[src/rtl/word_matcher_pkg.sv]
// Shared types and helpers for the multi-slot word matcher.
// Holds the FSM encoding, status codes and character folding.
package word_matcher_pkg;

    typedef enum logic [2:0] {
        S_IDLE,
        S_PLAY,
        S_CHECK,
        S_WIN,
        S_LOSE
    } state_t;

    localparam logic [1:0] ST_IDLE = 2'd0;
    localparam logic [1:0] ST_PLAY = 2'd1;
    localparam logic [1:0] ST_WIN  = 2'd2;
    localparam logic [1:0] ST_LOSE = 2'd3;

    localparam int unsigned PH_DEFAULT = 32'h2D;

    function automatic logic [31:0] fold_upper(input logic [31:0] c);
        if (c >= 32'h61 && c <= 32'h7A)
            return c - 32'h20;
        return c;
    endfunction

endpackage

[src/rtl/word_matcher_slot_compare.sv]
// One character slot: match against the key and pick the display char.
// Unrevealed slots show the fill character.
module slot_compare #(
    parameter int unsigned            CHAR_W    = 7,
    parameter logic [CHAR_W-1:0]      FILL_CHAR = 7'h2D
) (
    input  logic [CHAR_W-1:0] stored,
    input  logic [CHAR_W-1:0] key,
    input  logic              revealed,
    output logic              match,
    output logic [CHAR_W-1:0] disp
);

    assign match = (stored == key);
    assign disp  = revealed ? stored : FILL_CHAR;

endmodule

[src/rtl/word_matcher.sv]
// Guessing-game word matcher: compares each accepted key against all
// slots in parallel, reveals matches and tracks misses to a limit.
import word_matcher_pkg::*;

module word_matcher #(
    parameter int unsigned       WORD_LEN   = 4,
    parameter int unsigned       CHAR_W     = 7,
    parameter int unsigned       MAX_MISSES = 6,
    parameter logic [CHAR_W-1:0] FILL_CHAR  = CHAR_W'(PH_DEFAULT),
    parameter bit                CASE_FOLD  = 1'b1
) (
    input  logic                       clk,
    input  logic                       rst,
    input  logic                       load,
    input  logic [WORD_LEN*CHAR_W-1:0] word_in,
    input  logic                       key_valid,
    input  logic [CHAR_W-1:0]          key,
    output logic                       key_ready,
    output logic [WORD_LEN*CHAR_W-1:0] disp_word,
    output logic [WORD_LEN-1:0]        revealed,
    output logic                       hit,
    output logic                       miss,
    output logic [3:0]                 miss_count,
    output logic [1:0]                 status
);

    localparam logic [3:0] MAX_MC = 4'(MAX_MISSES);

    function automatic logic [CHAR_W-1:0] fold(input logic [CHAR_W-1:0] c);
        return CASE_FOLD ? CHAR_W'(fold_upper(32'(c))) : c;
    endfunction

    state_t                     state;
    logic [WORD_LEN*CHAR_W-1:0] word;
    logic [CHAR_W-1:0]          key_q;
    logic [WORD_LEN*CHAR_W-1:0] word_f;
    logic [WORD_LEN-1:0]        match;
    logic [WORD_LEN-1:0]        rev_next;
    logic                       any_hit;
    logic [3:0]                 mc_next;

    for (genvar i = 0; i < WORD_LEN; i++) begin : g_slot
        assign word_f[i*CHAR_W +: CHAR_W] = fold(word_in[i*CHAR_W +: CHAR_W]);

        slot_compare #(
            .CHAR_W    (CHAR_W),
            .FILL_CHAR (FILL_CHAR)
        ) u_slot (
            .stored   (word[i*CHAR_W +: CHAR_W]),
            .key      (key_q),
            .revealed (revealed[i]),
            .match    (match[i]),
            .disp     (disp_word[i*CHAR_W +: CHAR_W])
        );
    end

    assign any_hit  = |match;
    assign rev_next = revealed | match;
    // A hit never advances the counter; a miss saturates at the limit.
    assign mc_next  = any_hit ? miss_count :
                      (miss_count == MAX_MC) ? miss_count : miss_count + 4'd1;

    always_ff @(posedge clk or negedge rst) begin
        if (!rst) begin
            state      <= S_IDLE;
            word       <= '0;
            key_q      <= '0;
            revealed   <= '0;
            miss_count <= '0;
            hit        <= 1'b0;
            miss       <= 1'b0;
        end else begin
            hit  <= 1'b0;
            miss <= 1'b0;
            if (load) begin
                word       <= word_f;
                revealed   <= '0;
                miss_count <= '0;
                state      <= S_PLAY;
            end else begin
                unique case (state)
                    S_PLAY: begin
                        if (key_valid) begin
                            key_q <= fold(key);
                            state <= S_CHECK;
                        end
                    end
                    S_CHECK: begin
                        revealed   <= rev_next;
                        miss_count <= mc_next;
                        hit        <= any_hit;
                        miss       <= !any_hit;
                        if (&rev_next)
                            state <= S_WIN;
                        else if (mc_next == MAX_MC)
                            state <= S_LOSE;
                        else
                            state <= S_PLAY;
                    end
                    default: ;
                endcase
            end
        end
    end

    assign key_ready = (state == S_PLAY);

    always_comb begin
        status = ST_IDLE;
        unique case (state)
            S_IDLE:  status = ST_IDLE;
            S_PLAY:  status = ST_PLAY;
            S_CHECK: status = ST_PLAY;
            S_WIN:   status = ST_WIN;
            S_LOSE:  status = ST_LOSE;
            default: status = ST_IDLE;
        endcase
    end

endmodule

[config.mk]
export PLATFORM = sky130hd
export DESIGN_NAME = word_matcher
export DESIGN_NICKNAME = d
export VERILOG_FILES = /design/src/rtl/word_matcher_pkg.sv /design/src/rtl/word_matcher_slot_compare.sv /design/src/rtl/word_matcher.sv
export SDC_FILE = /design/constraint.sdc
export NUM_CORES = 1
export LEC_CHECK = 0
export CORE_ASPECT_RATIO = 2
export CORE_MARGIN = 8
export CORE_UTILIZATION = 40
export DETAILED_ROUTE_END_ITERATION = 10
export DONT_BUFFER_PORTS = 1
export PLACE_DENSITY = 0.62
export SYNTH_ARGS = -nofsm -noshare
export SYNTH_HDL_FRONTEND = slang
export SYNTH_HIERARCHICAL = 1
export SYNTH_SLANG_ARGS = --single-unit
[constraint.sdc]
create_clock -name clk -period 4.1 [get_ports clk]
set_input_delay 0.615 -clock clk [delete_from_list [all_inputs] [get_ports clk]]
set_output_delay 0.615 -clock clk [all_outputs]
set_load 0.005 [all_outputs]
==> summary.md, run 1 <==
| Metric | Value |
|---|---|
| Status | `finished clean` |
| Cts bufs inserted | `5` |
| Syn-to-layout area delta | `7.182%` |
| Leak | `1.214 nW` |
| Final setup margin | `1.801 ns` |
| Area leader, netlist | `dfrtp_1` |
| Startpoint types | `register` |
| Top Family by Delay on Critical Path | `simple AND/OR/NAND/NOR gates` |
| Number of port buffers | `0` |
| Worst Path Max Fanout | `8` |
| Vias per cell | `5.577` |
| Initial Util | `41.00%` |
| Post-synth top area share | `40.32%` |
| Final TNS setup | `0 ns` |
| Avg Inst Size Synth | `9.800 sq um` |
| Final ANT Viol Nets | `0` |
| Crit-path cells | `xnor2_1 > nand4_1 > nor4_2 > nor4_4 > nand4_1 > mux2i_1 > nand3_1 > a221o_1` |
| Overflow after GRT | `0` |
| First-pass GRT wire length | `12280 um` |
| Post-synth ARST share | `100.0%` |
| Fin. Hold Viols | `0` |
| Wire per inst | `18.87 um` |
| Max H-tree Level | `2` |
| Drt pass-1 iters | `4` |
| Worst path required time | `4.28 ns` |
| CTS Buffer Depth | `2` |
| Worst slew pin tran | `1.090 ns` |
| Total Die Area | `10630 sq um` |
| HPWL after DPL | `5799 um` |
| Multi-input logic area | `1713 sq um` |
| Max Clock Skew | `0.008048 ns` |
| Hold_buf cts | `0` |
| Clock Latency Late Sink | `0.29 ns` |
| Net Count, Synth | `350` |
| Core box area | `7267 sq um` |
| Syn. warnings | `6` |
| Setup crit end kind | `register` |
| CTS tree | `yes` |
| Min Tclk post-route | `2.299 ns` |
| Post CTS Setup Buffer Count | `0` |
| Die X | `77.03 um` |
| Mapped cell area | `2979 sq um` |
| Critical path type | `register to register` |
| Initial antenna violation count | `0` |
| Commonest non-fill, non-tap cell in the layout | `dfrtp_1` |
| RSZ-0062 raised after global routing | `false` |
| DRT iter0 DRCs | `73` |
| Final net count | `348` |
| Vias in the first global route | `2391` |
| HP Class | `primary input to async pin` |
| # IOs | `80` |
| Placer Congestion | `0.8074` |
| Final setup fails | `0` |
| Seq cells post-synth | `48` |
| Max-cap violations | `0` |
| Most Frequent Cell on Critical Path | `nand4_1` |
| Reg area | `1201 sq um` |
| Final routed DRC violation total | `0` |
| Row count | `44` |
| Relative slew slack | `27.17%` |
| Synth top area cells | `dfrtp_1 (40%), mux2_2 (7.9%), xnor2_1 (6.8%)` |
| GRT Resource Usage Total | `14.29%` |
| Final Cycle Share | `56.07%` |
| Layout cells sized above 1 | `15.84%` |
| Cells after synthesis | `304` |
| Critical path's largest stage delay | `0.48 ns` |
| Pre-CTS setup slack | `1.779 ns` |
| CTS sink cnt | `48` |
| ANT cells | `0` |
| Fmax | `435.0 MHz` |
| Die extent in y | `138.0 um` |
| Largest net degree at the start of global routing | `53` |
| Finished Layout Cells | `395` |
| Worst Path Buf+Inv | `0` |
| Peak supply drop | `0.0002102 V` |
| Max-slew violation count | `0` |
| Power per cell area | `382.6 nW/um^2` |
| Ys flop type | `dfrtp_1` |
| Commonest non-fill, non-tap cells in the layout | `dfrtp_1 (48), nand2_1 (28), nor2_1 (23), xnor2_1 (23)` |
| Clock Tree Root | `clkbuf_16` |
| Via Count | `2203` |
| Post-synthesis cell type count | `43` |
| Sequential share of the synthesized area | `40.32%` |
| Number of flops mapped to enable cells by yosys | `0` |
| # resized after CTS | `0` |
| Slowest CP cell | `dfrtp_1` |
| CP arrival | `2.48 ns` |
| Placed Cells | `387` |
| # fillers | `757` |
| Reg clk slew, reported paths | `0.07 ns` |
| WL final | `7453 um` |
logic make-up (layout without fill, tap and decap cells):
group	Yosys count	count (layout)	synth area share, %
buffers and inverters	13	12	2.184
AND/OR/NAND/NOR	125	125	23.98
multiplexers	22	22	8.274
AO/OA/AOI/OAI	54	54	12.01
XOR/XNOR	35	35	10.29
flip-flops	48	48	40.32
adder cells (fa/ha/maj)	7	7	2.940
final timing paths:
path	start	to	slack, ns	cells past startpoint
max in group asynchronous	rst	word[1]$_DFFE_PN0P_	3.99	0
hold / removal	rst	word[14]$_DFFE_PN0P_	0.01	0
min in group clk	load	miss$_DFF_PN0_	0.39	1
setup / recovery	key_q[0]$_DFFE_PN0P_	state[0]$_DFFE_PN0P_	1.80	8
setup reg to reg	key_q[0]$_DFFE_PN0P_	state[0]$_DFFE_PN0P_	1.80	8
hold reg to reg	word[7]$_DFFE_PN0P_	word[7]$_DFFE_PN0P_	0.55	1
area by class of cell:
type | count | share of cell area [%]
multi-input cells | 243 | 53.64
inverters | 4 | 0.4702
clock inverters | 3 | 0.7445
clock buffers | 5 | 3.918
well taps | 92 | 3.605
flip-flops and latches | 48 | 37.62
synthesized netlist by cell type (all sizes together) (6+ instances only):
library cell   n
nand4          6
a31oi         14
nor4           6
nand2b        21
dfrtp         48
or2            9
nand3          6
xor2          12
mux2          21
nand2         28
a21oi         11
o21ai         12
and2          13
xnor2         23
ha             7
nor2          23
flip-flops by register name (all words and copies together) (netlist names):
register,flops
miss_count,4
revealed,4
key_q,7
hit,1
word,28
state,3
miss,1
per-stage QoR:
step                power, mW  utilization (%)  instance area [sq um]  hold WS, ns
finish                  1.222            43.94                   3193      0.01495
global route            1.284            43.94                   3193    0.0008432
CTS                     1.238            43.94                   3193     0.003107
detailed placement     0.8238            41.89                   3044       0.3213
global placement       0.8170            41.89                   3044       0.3212
floorplan              0.7803                -                   2979       0.3194
metal layers:
layer / global-route usage, % / wire length, um
met5: 0 / 0
met4: 6.413 / 203
met3: 4.805 / 546
met2: 26.16 / 4093
met1: 13.89 / 2609
power by group:
group          leakage (nW)  switching, mW  internal, mW  total (mW)
sequential            0.585         0.0801         0.524       0.605
clock                0.0660          0.185         0.227       0.412
combinational         0.563         0.0857         0.119       0.205
No activity file was read; power rests on OpenSTA's default activity.
==> run 2, diff against run 1 <==
Settings changed: PLACE_DENSITY 0.62 to 0.64.
Clock period 4.1 ns to 2 ns, I/O delays scaled along.
==> summary.md, run 2 (synthesis gave the netlist of run 1 again) <==
| Metric | Value |
|---|---|
| Status | `finished, violations left` |
| Failing checks | `negative setup slack` |
| Hold wc startpoint | `load` |
| DRT iter0 DRCs | `85` |
| Hold endpoint | `miss_count[3]$_DFFE_PN0P_` |
| Fmax | `455.9 MHz` |
| Final setup margin | `-0.1933 ns` |
| Initial antenna violation count | `0` |
| WL final | `8068 um` |
| Launching point of the worst reg2reg path | `key_q[6]$_DFFE_PN0P_` |
| Critical path type | `register to register` |
| Final routed DRC violation total | `0` |
| Final setup fails | `5` |
| Overall Power | `2.775 mW` |
| Setup crit end kind | `register` |
| Top reg by flops | `word` |
| Syn-to-layout area delta | `23.27%` |
| RSZ-0062 raised after global routing | `true` |
| Largest net degree at the start of global routing | `53` |
| Min Tclk post-route | `2.193 ns` |
| CTS Buffer Depth | `2` |
| Max H-tree Level | `2` |
| GRT Resource Usage Total | `15.28%` |
| Core box area | `7267 sq um` |
| # IOs | `80` |
| Clock Latency Late Sink | `0.29 ns` |
| Total Die Area | `10630 sq um` |
| Row count | `44` |
| First-pass GRT wire length | `13030 um` |
| Die X | `77.03 um` |
| Cts bufs inserted | `5` |
| HPWL after DPL | `6202 um` |
| Final instance area | `3672 sq um` |
| Biggest regs | `word x28, key_q x7` |
| Peak supply drop | `0.0005676 V` |
| Max-slew violation count | `0` |
| Fin util | `50.53%` |
| Worst Path Max Fanout | `5` |
| Reg clk slew, reported paths | `0.07 ns` |
| Die extent in y | `138.0 um` |
| Commonest non-fill, non-tap cells in the layout | `dfrtp_1 (42), buf_4 (40), nand2_1 (27), nor2_1 (22), xnor2_1 (22)` |
| CP arrival | `2.37 ns` |
| Final ANT Viol Nets | `0` |
| Reg area | `1209 sq um` |
| Relative slew slack | `68.10%` |
| Wire per inst | `18.29 um` |
| ANT cells | `0` |
| Vias per cell | `5.476` |
| CTS sink cnt | `48` |
| Worst R2R Path Depth | `10` |
| Initial Util | `41.00%` |
| Clock Tree Root | `clkbuf_16` |
| Placer Congestion | `0.8285` |
| Area after DPL | `3337 sq um` |
| Layout cells sized above 1 | `31.52%` |
| Number of port buffers | `0` |
| R2R setup slack | `-0.19 ns` |
| Drt pass-1 iters | `4` |
| Critical R2R Capture | `state[0]$_DFFE_PN0P_` |
| Multi-input logic area | `1798 sq um` |
| CTS tree | `yes` |
| Final Cycle Share | `109.7%` |
| Vias in the first global route | `2457` |
| Max Clock Skew | `0.006384 ns` |
| Commonest non-fill, non-tap cell in the layout | `dfrtp_1` |
| Startpoint types | `register` |
| Leak | `1.473 nW` |
| Max FFs per register | `28` |
| Overflow after GRT | `0` |
| Max-cap violations | `0` |
| HP Class | `primary input to register` |
| Fin. Hold Viols | `0` |
| WHS Path Cells | `1` |
| Final hold slack | `0.05654 ns` |
| Worst slew pin tran | `0.4786 ns` |
| Power per cell area | `755.7 nW/um^2` |
| Final TNS setup | `-0.3720 ns` |
| Worst path required time | `2.18 ns` |
| Via Count | `2415` |
| Final net count | `394` |
| # fillers | `701` |
run 2: how the worst max path moves through the flow:
stage | from | to | slack (ns) | depth (start not counted)
final | key_q[6]$_DFFE_PN0P_ | state[0]$_DFFE_PN0P_ | -0.19 | 10
after floorplan | key_q[6]$_DFFE_PN0P_ | state[0]$_DFFE_PN0P_ | -0.09 | 7
after global placement | key_q[2]$_DFFE_PN0P_ | state[0]$_DFFE_PN0P_ | -0.22 | 9
after detailed placement | key_q[3]$_DFFE_PN0P_ | state[0]$_DFFE_PN0P_ | -0.28 | 9
after global routing | key_q[6]$_DFFE_PN0P_ | state[0]$_DFFE_PN0P_ | -0.31 | 10
after CTS | key_q[6]$_DFFE_PN0P_ | state[0]$_DFFE_PN0P_ | -0.17 | 8
run 2: layout make-up:
cell class | instances | area share, %
clock buffers | 6 | 3.782
clock inverters | 2 | 0.3748
inverters | 4 | 0.4089
multi-input cells | 243 | 48.96
flip-flops and latches | 48 | 32.91
well taps | 92 | 3.135
repair buffers | 46 | 10.43
run 2: timing repair:
| action | in CTS | in global routing |
|---|---|---|
| hold buffers | 2 | 0 |
| buffers inserted | 5 | 2 |
| endpoints found under the setup margin | 6 | 7 |
| endpoints found under the hold margin | 48 | 0 |
| resized for setup | 13 | 13 |
| pin swaps | 8 | 3 |
run 2: per-stage QoR:
step	std cells	setup WS, ns
after CTS	439	-0.1740
after detailed placement	426	-0.2787
final	441	-0.1933
after global placement	426	-0.2238
after floorplan	304	-0.08623
after global routing	441	-0.3096
run 2: where the power goes:
| group | total (mW) | leakage [nW] | switching, mW | internal (mW) |
|---|---|---|---|---|
| clock network | 0.872 | 0.0772 | 0.372 | 0.500 |
| registers | 1.23 | 0.579 | 0.146 | 1.08 |
| logic | 0.676 | 0.817 | 0.285 | 0.391 |
run 2: metal layers:
metal  vias up  GRT usage [%]  wire length, um
met4         0          6.012              150
met1      1194          15.21             2776
met2        57          28.28             4631
li1       1155              -                -
met3         9          4.675              510
met5         -              0                0
run 2: critical path: stages, from the launching register on:
cell and delay [ns]:
dfrtp_2 0.44, buf_6 0.13, xor2_2 0.17, nor4_2 0.06, buf_4 0.14, nor4_4 0.30, buf_4 0.18, buf_4 0.10
a31o_2 0.16, nand3_1 0.07, a221o_1 0.31
